<file path="config.mk">
export PLATFORM = sky130hd
export DESIGN_NAME = ntsc_capture_wr
export DESIGN_NICKNAME = d
export VERILOG_FILES = /design/src/rtl/ntsc_capture_wr_pkg.sv /design/src/rtl/ntsc_capture_wr_decim.sv /design/src/rtl/ntsc_capture_wr.sv
export SDC_FILE = /design/constraint.sdc
export NUM_CORES = 1
export LEC_CHECK = 0
export CAP_MARGIN = 10
export CORE_MARGIN = 4
export CORE_UTILIZATION = 35
export CTS_CLUSTER_SIZE = 40
export DETAILED_ROUTE_END_ITERATION = 8
export PLACE_DENSITY = 0.66
export SYNTH_ARGS = -nofsm -noshare
export SYNTH_HDL_FRONTEND = slang
export SYNTH_SLANG_ARGS = --single-unit
</file>
<file path="constraint.sdc">
create_clock -name clk -period 4.1 [get_ports clk]
set_input_delay 0.82 -clock clk [delete_from_list [all_inputs] [get_ports clk]]
set_output_delay 0.82 -clock clk [all_outputs]
set_load 0.03 [all_outputs]
</file>
<file path="src/rtl/ntsc_capture_wr_pkg.sv">
// rtl/ntsc_capture_wr_pkg.sv - shared NTSC buffer geometry, pixel type and capture FSM encoding
package ntsc_capture_wr_pkg;

    localparam int H_ACTIVE_DEF = 640;
    localparam int V_ACTIVE_DEF = 480;
    localparam int BUF_W_DEF    = 320;
    localparam int BUF_H_DEF    = 240;
    localparam int BUF_PIX_DEF  = 76800;

    typedef logic [11:0] pixel_t;

    localparam pixel_t BLACK = 12'h000;

    typedef enum logic [1:0] {
        ST_IDLE    = 2'b00,
        ST_ARMED   = 2'b01,
        ST_CAPTURE = 2'b10,
        ST_DONE    = 2'b11
    } capt_state_e;

endpackage

</file>
<file path="src/rtl/ntsc_capture_wr_decim.sv">
// rtl/ntsc_capture_wr_decim.sv - decim_addr_gen: column/line counters, 2x2 keep decision, buffer address
module decim_addr_gen
    import ntsc_capture_wr_pkg::*;
#(
    parameter int H_ACTIVE = H_ACTIVE_DEF,
    parameter int V_ACTIVE = V_ACTIVE_DEF,
    parameter int BUF_W    = BUF_W_DEF
) (
    input  logic        clk,
    input  logic        rst_n,
    input  logic        i_en,
    input  logic        i_clear,
    input  logic        i_sol,
    input  logic        i_pix_valid,
    output logic        o_keep,
    output logic [16:0] o_addr
);

    localparam logic [9:0]  H_MAX    = 10'(H_ACTIVE);
    localparam logic [8:0]  V_MAX    = 9'(V_ACTIVE);
    localparam logic [16:0] BUF_W_17 = 17'(BUF_W);

    logic [9:0]  r_hcnt;
    logic [8:0]  r_vcnt;
    logic [16:0] r_line_base;
    logic        r_first;

    logic [9:0]  w_h;
    logic [9:0]  w_h_nxt;
    logic [8:0]  w_v;
    logic [16:0] w_base;
    logic        w_first;

    // Restart and sol are applied before the pixel of the same cycle is classified.
    always_comb begin
        w_h     = r_hcnt;
        w_v     = r_vcnt;
        w_base  = r_line_base;
        w_first = r_first;
        if (i_clear) begin
            w_h     = '0;
            w_v     = '0;
            w_base  = '0;
            w_first = 1'b1;
        end
        if (i_sol) begin
            w_h = '0;
            if (w_first) begin
                w_first = 1'b0;
            end else if (w_v < V_MAX) begin
                w_v = w_v + 9'd1;
                if (!w_v[0] && (w_v < V_MAX)) begin
                    w_base = w_base + BUF_W_17;
                end
            end
        end
        o_keep  = i_en && i_pix_valid && (w_h < H_MAX) && (w_v < V_MAX) && !w_h[0] && !w_v[0];
        o_addr  = w_base + {8'd0, w_h[9:1]};
        w_h_nxt = (i_pix_valid && (w_h < H_MAX)) ? (w_h + 10'd1) : w_h;
    end

    always_ff @(posedge clk or negedge rst_n) begin
        if (!rst_n) begin
            r_hcnt      <= '0;
            r_vcnt      <= '0;
            r_line_base <= '0;
            r_first     <= 1'b0;
        end else if (i_en) begin
            r_hcnt      <= w_h_nxt;
            r_vcnt      <= w_v;
            r_line_base <= w_base;
            r_first     <= w_first;
        end
    end

endmodule

</file>
<file path="src/rtl/ntsc_capture_wr.sv">
// rtl/ntsc_capture_wr.sv - single-frame 2x2 decimating capture into ntsc_buf
module ntsc_capture_wr
    import ntsc_capture_wr_pkg::*;
#(
    parameter int H_ACTIVE = H_ACTIVE_DEF,
    parameter int V_ACTIVE = V_ACTIVE_DEF,
    parameter int BUF_W    = BUF_W_DEF
) (
    input  logic        clk,
    input  logic        reset_n,
    input  logic        sof,
    input  logic        sol,
    input  logic        pix_valid,
    input  pixel_t      pix_data,
    input  logic        frame_req,
    output logic        ntsc_in_wr,
    output logic [16:0] ntsc_in_addr,
    output pixel_t      ntsc_in_data,
    output logic        frame_ready,
    output logic        busy,
    output logic        capt_err
);

    localparam logic [16:0] LAST_ADDR = 17'(BUF_W * (V_ACTIVE / 2) - 1);

    capt_state_e r_state;
    logic        r_wr;
    logic [16:0] r_addr;
    pixel_t      r_data;
    logic        r_frame_ready;
    logic        r_busy;
    logic        r_capt_err;

    logic        w_en;
    logic        w_clear;
    logic        w_keep;
    logic [16:0] w_addr;

    // The sof that arms a capture also accepts its own pixel, exactly like an early restart.
    assign w_en    = (r_state == ST_CAPTURE) || ((r_state == ST_ARMED) && sof);
    assign w_clear = sof && ((r_state == ST_ARMED) || (r_state == ST_CAPTURE));

    decim_addr_gen #(
        .H_ACTIVE (H_ACTIVE),
        .V_ACTIVE (V_ACTIVE),
        .BUF_W    (BUF_W)
    ) u_decim (
        .clk         (clk),
        .rst_n       (reset_n),
        .i_en        (w_en),
        .i_clear     (w_clear),
        .i_sol       (sol),
        .i_pix_valid (pix_valid),
        .o_keep      (w_keep),
        .o_addr      (w_addr)
    );

    always_ff @(posedge clk or negedge reset_n) begin
        if (!reset_n) begin
            r_state       <= ST_IDLE;
            r_wr          <= 1'b0;
            r_addr        <= '0;
            r_data        <= BLACK;
            r_frame_ready <= 1'b0;
            r_busy        <= 1'b0;
            r_capt_err    <= 1'b0;
        end else begin
            r_wr          <= 1'b0;
            r_frame_ready <= 1'b0;
            if (w_keep) begin
                r_wr   <= 1'b1;
                r_addr <= w_addr;
                r_data <= pix_data;
            end
            case (r_state)
                ST_IDLE: begin
                    if (frame_req) begin
                        r_state <= ST_ARMED;
                        r_busy  <= 1'b1;
                    end
                end
                ST_ARMED: begin
                    if (sof) begin
                        r_state <= ST_CAPTURE;
                    end
                end
                ST_CAPTURE: begin
                    if (sof) begin
                        r_capt_err <= 1'b1;
                    end else if (w_keep && (w_addr == LAST_ADDR)) begin
                        r_state <= ST_DONE;
                        r_busy  <= 1'b0;
                    end
                end
                default: begin
                    r_frame_ready <= 1'b1;
                    r_state       <= ST_IDLE;
                end
            endcase
        end
    end

    assign ntsc_in_wr   = r_wr;
    assign ntsc_in_addr = r_addr;
    assign ntsc_in_data = r_data;
    assign frame_ready  = r_frame_ready;
    assign busy         = r_busy;
    assign capt_err     = r_capt_err;

endmodule

</file>
## Word-level counts from Yosys, hierarchy flattened

Cells that the tools add are included.

| cells by class | value |
|---|---|
| magnitude comparators | 4 |
| multiplexer cells | 25 |
| $add $sub $neg | 4 |
| eq/ne operators | 7 |
| reductions and logical operators | 21 |

Operators with widths:

| operator | count |
|---|---|
| two-way mux 17 bit | 5 |
| two-way mux 9 bit | 4 |
| two-way mux 10 bit | 3 |
| less-than comparator 9 bit, second input constant | 3 |
| adder 17 x 9 -> 17 bit | 1 |
| adder 17 x 9 -> 17 bit, second input constant | 1 |
| equality test 17 bit, second input constant | 1 |
| adder 10 x 1 -> 10 bit, second input constant | 1 |
| logical AND 1 bit | 10 |
| less-than comparator 10 bit, second input constant | 1 |
| adder 9 x 1 -> 9 bit, second input constant | 1 |
| two-way mux 2 bit | 4 |
| AND reduction 4 bit | 2 |
| two-way mux 1 bit | 7 |
| != test 2 bit, second input constant | 3 |
| one-hot mux 2 bit (3 select lines) | 1 |
| logical NOT 1 bit | 3 |
| OR reduction 3 bit | 1 |
| equality test 2 x 1 -> 1 bit, second input constant | 1 |
| equality test 2 bit, second input constant | 1 |
| logical NOT 2 bit | 1 |
| logical OR 1 bit | 2 |
| != test 2 x 1 -> 1 bit, second input constant | 1 |
| one-hot mux 1 bit (2 select lines) | 1 |
| other kinds (2) | 2 |

| word-level totals | value |
|---|---|
| output and inout bits | 33 |
| flip-flop bits (word level) | 72 |
| word-level logic and storage cells | 72 |
| bits of input ports | 18 |

## Logic depth before layout (Yosys ltp)

| depth | value |
|---|---|
| word-level depth | 17 |
| mapped depth | 19 |
| depth with buffers taken out | 17 |

## Modules after synthesis

From an unflattened synthesis, not the netlist that was laid out.

| second synthesis, totals | value |
|---|---|
| cells, all modules | 429 |
| area, all modules | 4,284.1 um^2 |

By module, submodules not included:

| module | area an instance (um^2) | times used | sequential area each (um^2) | cells an instance |
|---|---|---|---|---|
| decim_addr_gen | 2,796.4 | 1 | 925.9 | 328 |
| ntsc_capture_wr | 1,487.7 | 1 | 875.8 | 101 |

## Least setup slack after synthesis

No wires, ideal clock.

| path | value |
|---|---|
| kind | input -> register |
| from | in sof |
| to | reg r_state[1] |
| buffers on the path | 5 |
| arrival | 4.388 ns |
| library setup time | 0.069 ns |
| slack | -0.357 ns |
| cell stages on the path | 17 |
| path through | buf_2 -> nand2_1 -> clkbuf_1 -> clkbuf_1 -> clkbuf_1 -> and2_1 -> ha_1 -> a211oi_1 -> o21bai_1 -> o41ai_1 -> o21ai_0 -> and3_1 -> clkbuf_1 -> a311oi_1 -> a31oi_1 -> or4_1 -> nand3_1 |

| between the ends | value |
|---|---|
| word-level cells in the longest chain between the ends | 14 |
| elaborated cells on any way between the ends | 37 |
| those cells by class | add/sub: 3; order compare: 4; eq/ne: 4; mux: 12; reduce/logical: 14 |

RTL lines:

| item | RTL line | text |
|---|---|---|
| start, declared | ntsc_capture_wr.sv:11 | `input logic sof,` |
| logical AND 1 bit (*) | ntsc_capture_wr.sv:41 | `assign w_clear = sof && ((r_state == ST_ARMED) \|\| (r_state == ST_CAPTURE));` |
| two-way mux 9 bit | ntsc_capture_wr_decim.sv:40 | `if (i_clear) begin` |
| adder 9 x 1 -> 9 bit | ntsc_capture_wr_decim.sv:51 | `w_v = w_v + 9'd1;` |
| less-than comparator 9 bit or logical NOT 1 bit (tied branches) | ntsc_capture_wr_decim.sv:52 | `if (!w_v[0] && (w_v < V_MAX)) begin` |
| logical AND 1 bit | ntsc_capture_wr_decim.sv:52 |  |
| two-way mux 17 bit | ntsc_capture_wr_decim.sv:52 |  |
| two-way mux 17 bit | ntsc_capture_wr_decim.sv:50 | `end else if (w_v < V_MAX) begin` |
| two-way mux 17 bit | ntsc_capture_wr_decim.sv:48 | `if (w_first) begin` |
| two-way mux 17 bit (*) | ntsc_capture_wr_decim.sv:46 | `if (i_sol) begin` |
| net u_decim.w_base[1] | ntsc_capture_wr_decim.sv:31 | `logic [16:0] w_base;` |
| adder 17 x 9 -> 17 bit (*) | ntsc_capture_wr_decim.sv:58 | `o_addr = w_base + {8'd0, w_h[9:1]};` |
| equality test 17 bit (*) | ntsc_capture_wr.sv:90 | `end else if (w_keep && (w_addr == LAST_ADDR)) begin` |
| logical AND 1 bit (*) | ntsc_capture_wr.sv:90 |  |
| != test 2 x 1 -> 1 bit (no source line) (*) | n/a |  |
| AND reduction 4 bit (no source line) (*) | n/a |  |
| end signal, assigned | ntsc_capture_wr.sv:84 | `r_state <= ST_CAPTURE;` |
| end signal, assigned | ntsc_capture_wr.sv:91 | `r_state <= ST_DONE;` |
| end signal, assigned | ntsc_capture_wr.sv:97 | `r_state <= ST_IDLE;` |
| end, declared | ntsc_capture_wr.sv:26 | `capt_state_e r_state;` |

The timed path passes the listed nets; every way through them passes the cells marked *.
A chain may end at the register's enable or synchronous reset.

## Worst setup path after layout

| path | value |
|---|---|
| from | reg r_state[0] |
| to | reg r_state[1] |

| between the ends | value |
|---|---|
| word-level cells in the longest chain between the ends | 16 |
| elaborated cells on any way between the ends | 43 |
| those cells by class | add/sub: 3; order compare: 4; eq/ne: 7; mux: 13; reduce/logical: 16 |

RTL lines:

| item | RTL line | text |
|---|---|---|
| start signal, assigned | ntsc_capture_wr.sv:60 | `r_state <= ST_IDLE;` |
| start signal, assigned | ntsc_capture_wr.sv:78 | `r_state <= ST_ARMED;` |
| start signal, assigned | ntsc_capture_wr.sv:84 |  |
| equality test 2 x 1 -> 1 bit or equality test 2 bit (tied branches) | ntsc_capture_wr.sv:41 |  |
| logical OR 1 bit (*) | ntsc_capture_wr.sv:41 |  |
| logical AND 1 bit (*) | ntsc_capture_wr.sv:41 |  |
| two-way mux 9 bit | ntsc_capture_wr_decim.sv:40 |  |
| adder 9 x 1 -> 9 bit | ntsc_capture_wr_decim.sv:51 |  |
| less-than comparator 9 bit or logical NOT 1 bit (tied branches) | ntsc_capture_wr_decim.sv:52 |  |
| logical AND 1 bit | ntsc_capture_wr_decim.sv:52 |  |
| two-way mux 17 bit | ntsc_capture_wr_decim.sv:52 |  |
| two-way mux 17 bit | ntsc_capture_wr_decim.sv:50 |  |
| two-way mux 17 bit | ntsc_capture_wr_decim.sv:48 |  |
| two-way mux 17 bit (*) | ntsc_capture_wr_decim.sv:46 |  |
| net u_decim.w_base[8] | ntsc_capture_wr_decim.sv:31 |  |
| adder 17 x 9 -> 17 bit (*) | ntsc_capture_wr_decim.sv:58 |  |
| equality test 17 bit (*) | ntsc_capture_wr.sv:90 |  |
| logical AND 1 bit (*) | ntsc_capture_wr.sv:90 |  |
| != test 2 x 1 -> 1 bit (no source line) (*) | n/a |  |
| AND reduction 4 bit (no source line) (*) | n/a |  |

Marked as above.

==> impl_metrics.toml <==
[status]
run_status = "complete, no violations"

[yosys]
synth_fp_nets = 472
synth_top_flop_cell = "dfrtp_1"
yosysWarnings = 0
synth_cells = 437
yosysTopAreaCellShare_pct = 42.9
synthArstFlopShare_pct = 100
yosys.area.top_type = "dfrtp_1"
ys_ff_latch = 72
ys_types = 62
ys_seq_area_share_pct = 42.9
yosys-top-cells-area = "dfrtp_1 43%, mux2_2 6.4%, ha_1 4.8%, nand2_1 3.9%, a21oi_1 3.6%"
synth_edf_count = 0
syn-cell-area_um2 = 4200
avgSynthCellArea_um2 = 9.61

[floorplanning]
rows = 39
fp.dieW_um = 118
core_um2 = 11600
dieArea_um2 = 13800
initial_core_util_pct = 36.3
die_h_um = 118
ioPinCount = 51

[finish]
syn2layout_area_growth_pct = 36.9
fin_cells = 695
drive_gt1_share_pct = 24.1
antenna_cells = 0
fin_util_pct = 49.7
final_nets = 583

[critical_path]
critPathKind = "register to register"
critPathMaxFanout = 13
required_ns = 4.37
path_cells = "inv_1 -> ha_4 -> nand2_4 -> and2_1 -> ha_1 -> nor4_2 -> xnor2_1 -> ha_1 -> nand3_1 -> a21o_1 -> a22oi_2 -> nand4_1 -> xnor2_2 -> o2111ai_4 -> or4_1 -> nand3_1"
max_stage_delay_ns = 0.44
crit_slowest_cell = "or4_1"
crit_start = "r_state[0]"
reg2reg_slack_ns = 0.18
rr_endpoint = "r_state[1]"
cp-endpoint = "r_state[1]"
crit_path_start_kind = "register"
r2r_cells = 16
reg2reg_from = "r_state[0]"
worstSetupEndpointType = "register"
worstPathArrival_ns = 4.18

[sta]
post-route-period-util_pct = 95.5
period_needed_ns = 3.92
tightest_slew_ns = 0.912
hold_viol = 0
slew-limit-headroom_pct = 39.2
max_freq_ghz = 0.255
finalSetupViolations = 0
skew_ns = 0.00842
slew_violations = 0

[route]
avgRoutedWirePerCell_um = 15.1
ant_nets = 0
drt-total-wl_mm = 10.5
drt-initial-drc-count = 201
vias = 3684
drtPass1Iterations = 7
avgViaCountPerCell = 5.30
drcViolationCount = 0

[clock_network]
clock_latency_ns = 0.33
cts_num_sinks = 72
clock_path_buffers = 2
clkTransAtPathRegs_ns = 0.06
cts-root-buf = "clkbuf_16"
h-tree-depth = 3
tritoncts = "built"
cts_buffers = 9

[global_routing]
grt_pass1_wl_mm = 17.9
grt_pass1_vias = 3796
grt_remaining_overflow = 0
grtUsageTotal_pct = 15.5
antenna_found_initial = 0
grt_max_degree = 73

[power_and_ir_drop]
p_leak_nw = 2.69
power_per_cell_area_nw_per_um2 = 331
power_w = 0.00190
ir_drop_mv = 0.209

[hold_path]
hold_path.class = "register to register"

[place]
dpl.cell_count = 678
port_buffers = 50
hpwl_mm = 7.59
place.gp.congestion = 0.849

[flow_run]
drv_cap = 0
## report_power, final
group,switching [W],internal [W]
Combinational,0.000164,0.000133
Sequential,0.0000234,0.000752
Clock,0.000300,0.000530
Total,0.000488,0.00142
## cell type report
| type | instances | area [µm²] |
|---|---|---|
| Tap cell | 143 | 179 |
| Fill cell | 1084 | 5820 |
| Sequential cell | 72 | 1800 |
| Clock buffer | 10 | 229 |
| Timing Repair Buffer | 119 | 1010 |
| Multi-Input combinational cell | 338 | 2410 |
| Inverter | 8 | 30.0 |
| Clock inverter | 5 | 82.6 |
## cells in the mapped netlist (2+ instances only)
cell and count:
a22oi_1 2, a31oi_1 6, a21o_1 10, o31ai_1 6, o211ai_1 2, nand4_1 7, mux2i_1 2, inv_1 8
o21ai_0 27, nor3_1 4, nor3b_1 2, o311a_1 2, and2_1 19, a22o_1 2, o21a_1 3, nand2b_1 2
xor2_1 6, xnor2_1 17, o21bai_1 2, mux2_2 24, nor4_1 3, or4_1 2, a21oi_1 30, nor2_1 30
and3_1 15, nand3_1 19, nand2_1 44, dfrtp_1 72, nor2b_1 2, or3_1 3, nor4b_1 2, clkbuf_1 16
o2bb2ai_1 2, ha_1 16
## stage by stage
step	worst slack, ns	area (µm²)	hold WS [ns]	setup TNS (ns)
finish	0.183	5750	0.464	0
global route	-0.0881	5750	0.488	-0.211
CTS	0.0300	5660	0.470	0
detailed placement	-0.554	5340	0.457	-1.88
global placement	-0.393	5340	0.448	-1.14
floorplan	0.0329	4230	0.444	0
## worst max-delay path, delay by kind of cell, from the launching register on
kind / cells / cell delay (ns)
DFF: 1 / 0.40
AOI/OAI and AO/OA: 3 / 0.67
and+or+nand+nor: 7 / 1.38
xor gates and xnor gates: 2 / 0.39
buffers and inverters: 1 / 0.12
adders and majority gates: 3 / 0.89
## placed cells by master, fill, tap and decap left out, types with 3 or more instances in the layout
master	count
buf_4	70
and2_1	19
nand2_1	43
o21a_1	3
mux2_2	24
ha_1	14
a21oi_1	27
xor2_1	6
dfrtp_1	72
and3_1	15
a21o_1	10
clkdlybuf4s50_1	47
nand4_1	7
xnor2_1	16
or3_1	3
clkbuf_16	9
o21ai_0	26
a21oi_2	3
nor2_1	30
o31ai_1	5
nand3_1	19
inv_1	8
a31oi_1	6
nor3_1	3
## logic make-up after synthesis
kind of cell	count (synthesis)	share of synthesized area, %
xor+xnor	23	4.80
compound gates	111	17.7
simple gates	161	19.8
flops	72	42.9
mux	26	6.91
buf+inv	27	2.62
fa+ha+maj	17	5.24
## layer usage
metal  GRT usage [%]  wire length (µm)  part of all wire [%]
met1            18.7              4580                    44
met5               0                 0                     0
met4            5.64               189                   1.8
met3            3.27               368                   3.5
met2            27.1              5330                    51
## flip-flops by register name, indices dropped and copies added, names as in the netlist
register,count
ntsc_in_addr,17
u_decim.r_line_base,17
ntsc_in_data,12
u_decim.r_hcnt,10
u_decim.r_vcnt,9
r_state,2
busy,1
capt_err,1
frame_ready,1
ntsc_in_wr,1
u_decim.r_first,1
## worst min path at each step
stage	depth (start not counted)	to	from
detailed placement	1	capt_err	capt_err
CTS	1	capt_err	capt_err
finish	1	capt_err	capt_err
global placement	1	capt_err	capt_err
global route	1	capt_err	capt_err
floorplan	1	u_decim.r_line_base[0]	u_decim.r_line_base[0]
## what timing repair did
action | 4_1_cts | 5_1_grt
buffers inserted | 0 | 2
setup endpoints to repair | 3 | 3
pin swaps | 1 | 4
gates resized for setup | 3 | 14
hold endpoints to repair | 0 | 0
hold buffers | 0 | 0
No activity file was read; power rests on OpenSTA's default activity.
==> variant: new RTL, same settings <==
Reset style: synchronous (`reset_n` and `rst_n`), changed in 2 clocked blocks.
--- a/src/rtl/ntsc_capture_wr_decim.sv
+++ b/src/rtl/ntsc_capture_wr_decim.sv
@@ -60,5 +60,5 @@
     end
 
-    always_ff @(posedge clk or negedge rst_n) begin
+    always_ff @(posedge clk) begin
         if (!rst_n) begin
             r_hcnt      <= '0;
--- a/src/rtl/ntsc_capture_wr.sv
+++ b/src/rtl/ntsc_capture_wr.sv
@@ -56,5 +56,5 @@
     );
 
-    always_ff @(posedge clk or negedge reset_n) begin
+    always_ff @(posedge clk) begin
         if (!reset_n) begin
             r_state       <= ST_IDLE;
Check against the original RTL: differs if reset_n is asserted again (counterexample within 4 cycles, from zero or initial values and one cycle with reset_n low); with reset_n held inactive, the same outputs for 10 cycles.
==> variant against the original RTL <==
  * Core utilization is 1.1 points lower
  * Count of clock-buffer cells in the layout is 1 higher
  * Synthesized area stayed put
  * Sequential cell count stayed put
  * Worst setup slack worse by 45 ps
  * Global-route usage is 1.4 points higher
  * Wire length is 9.1% higher
  * Cell count is 7.2% higher
  * Sequential share of layout area is 5.7 points lower
  * Final area is 2.2% lower
Power is not compared: it rests on default switching activity, and its combinational part moved more than twofold at a synthesized area within 25%.
==> variant: results (changes against the original RTL) <==
----------------------------------------------------
[Logic synthesis]
  Synth Area in XOR/XNOR ... 3.72% (was 4.80%)
  Top post-synthesis cells by area ... sky130_fd_sc_hd__dfxtp_1 34%, sky130_fd_sc_hd__nor2_1 6.2%, sky130_fd_sc_hd__mux2i_1 5.7% (was sky130_fd_sc_hd__dfrtp_1 43%, sky130_fd_sc_hd__mux2_2 6.4%, sky130_fd_sc_hd__ha_1 4.8%)
  Complex-gate fraction of the synthesized area ... 20.3% (was 17.7%)
  Most used flip-flop cell after synthesis ... sky130_fd_sc_hd__dfxtp_1 (was sky130_fd_sc_hd__dfrtp_1)
  Netlist cell types ... 74 (was 62)
  Area share of fa/ha/maj cells after synthesis ... 4.95% (was 5.24%)
  Leading post-synthesis cells by instance count ... 72 x sky130_fd_sc_hd__dfxtp_1, 69 x sky130_fd_sc_hd__nor2_1, 43 x sky130_fd_sc_hd__nand2_1, 31 x sky130_fd_sc_hd__a21oi_1, 24 x sky130_fd_sc_hd__mux2i_1 (was 72 x sky130_fd_sc_hd__dfrtp_1, 44 x sky130_fd_sc_hd__nand2_1, 30 x sky130_fd_sc_hd__a21oi_1, 30 x sky130_fd_sc_hd__nor2_1, 27 x sky130_fd_sc_hd__o21ai_0)
  Proportion of synthesized area in mux cells ... 5.99% (was 6.91%)

[Critical path]
  Arrival time of the worst setup path ... 4220 ps (was 4180 ps)
  Worst reg2reg path endpoint ... r_state[1] (unchanged)
  CP max FO ... 8 (was 13)

[Placed design]
  Pre-CTS worst setup slack ... -516 ps (was -554 ps)
  HPWL after DPL ... 8.51 mm (was 7.59 mm)
  Total placed instance area ... 5280 um^2 (was 5340 um^2)
  Final estimated routing congestion in global placement ... 0.879 (was 0.849)

[Routing]
  Routed wire length per instance ... 15.3 um (was 15.1 um)

[Cells and area]
  Share of the final layout cell area in multi-input gates ... 47.7% (was 42.0%)
  Count of flip-flops and latches ... 72 (unchanged)
  NumNets Final ... 631 (was 583)
  FF/Latch Area ... 1440 um^2 (was 1800 um^2)
  Non-clock inverter instance count of the final layout ... 11 (was 8)
  Fraction of final layout cells sized beyond drive strength 1 ... 21.4% (was 24.1%)
  Multi-input gate count ... 388 (was 338)
  Filler Cells Inserted ... 1107 (was 1084)
  Fraction of area in non-clock buffers ... 17.7% (was 17.6%)

[STA]
  Least-Margin Pin Slew ... 845 ps (was 912 ps)
  WHS ... 472 ps (was 464 ps)
  Worst-case clock skew ... 6.84 ps (was 8.42 ps)

[Outcome]
  Result of the run ... completed (unchanged)

[Global route]
  Global-route usage over all layers ... 16.9% (was 15.5%)
  Pin count of the biggest net entering global routing ... 38 (was 73)

[Clock network]
  Post-CTS Setup Repair Bufs ... 2 (was 0)

----------------------------------------------------
==> variant: cell types whose count changed after synthesis, sizes merged, moves of 11 or more <==
cell    delta
nor2      +40
mux2i     +22
nor3      +12
a211oi    +11
dfrtp     -72
dfxtp     +72
mux2      -23
==> variant: cells by family (layout without fill, tap and decap cells) <==
| family | count (synthesis) | after routing |
|---|---|---|
| multiplexers | 25 | 25 |
| XOR/XNOR | 17 | 17 |
| AND/OR/NAND/NOR | 213 | 213 |
| adder cells (fa/ha/maj) | 16 | 16 |
| AO/OA/AOI/OAI | 117 | 117 |
| buffers and inverters | 37 | 142 |
| flip-flops | 72 | 72 |
==> variant: routing by layer <==
layer  vias to the layer above  GRT usage [%]  share of wire (%)  routed length (um)
met5                         -              0                  0                   0
met4                         0           5.57                1.4                 156
met3                        11           3.84                3.7                 423
met2                        81           27.8                 47                5400
met1                      1902           21.9                 48                5440
li1                       1983              -                  -                   -
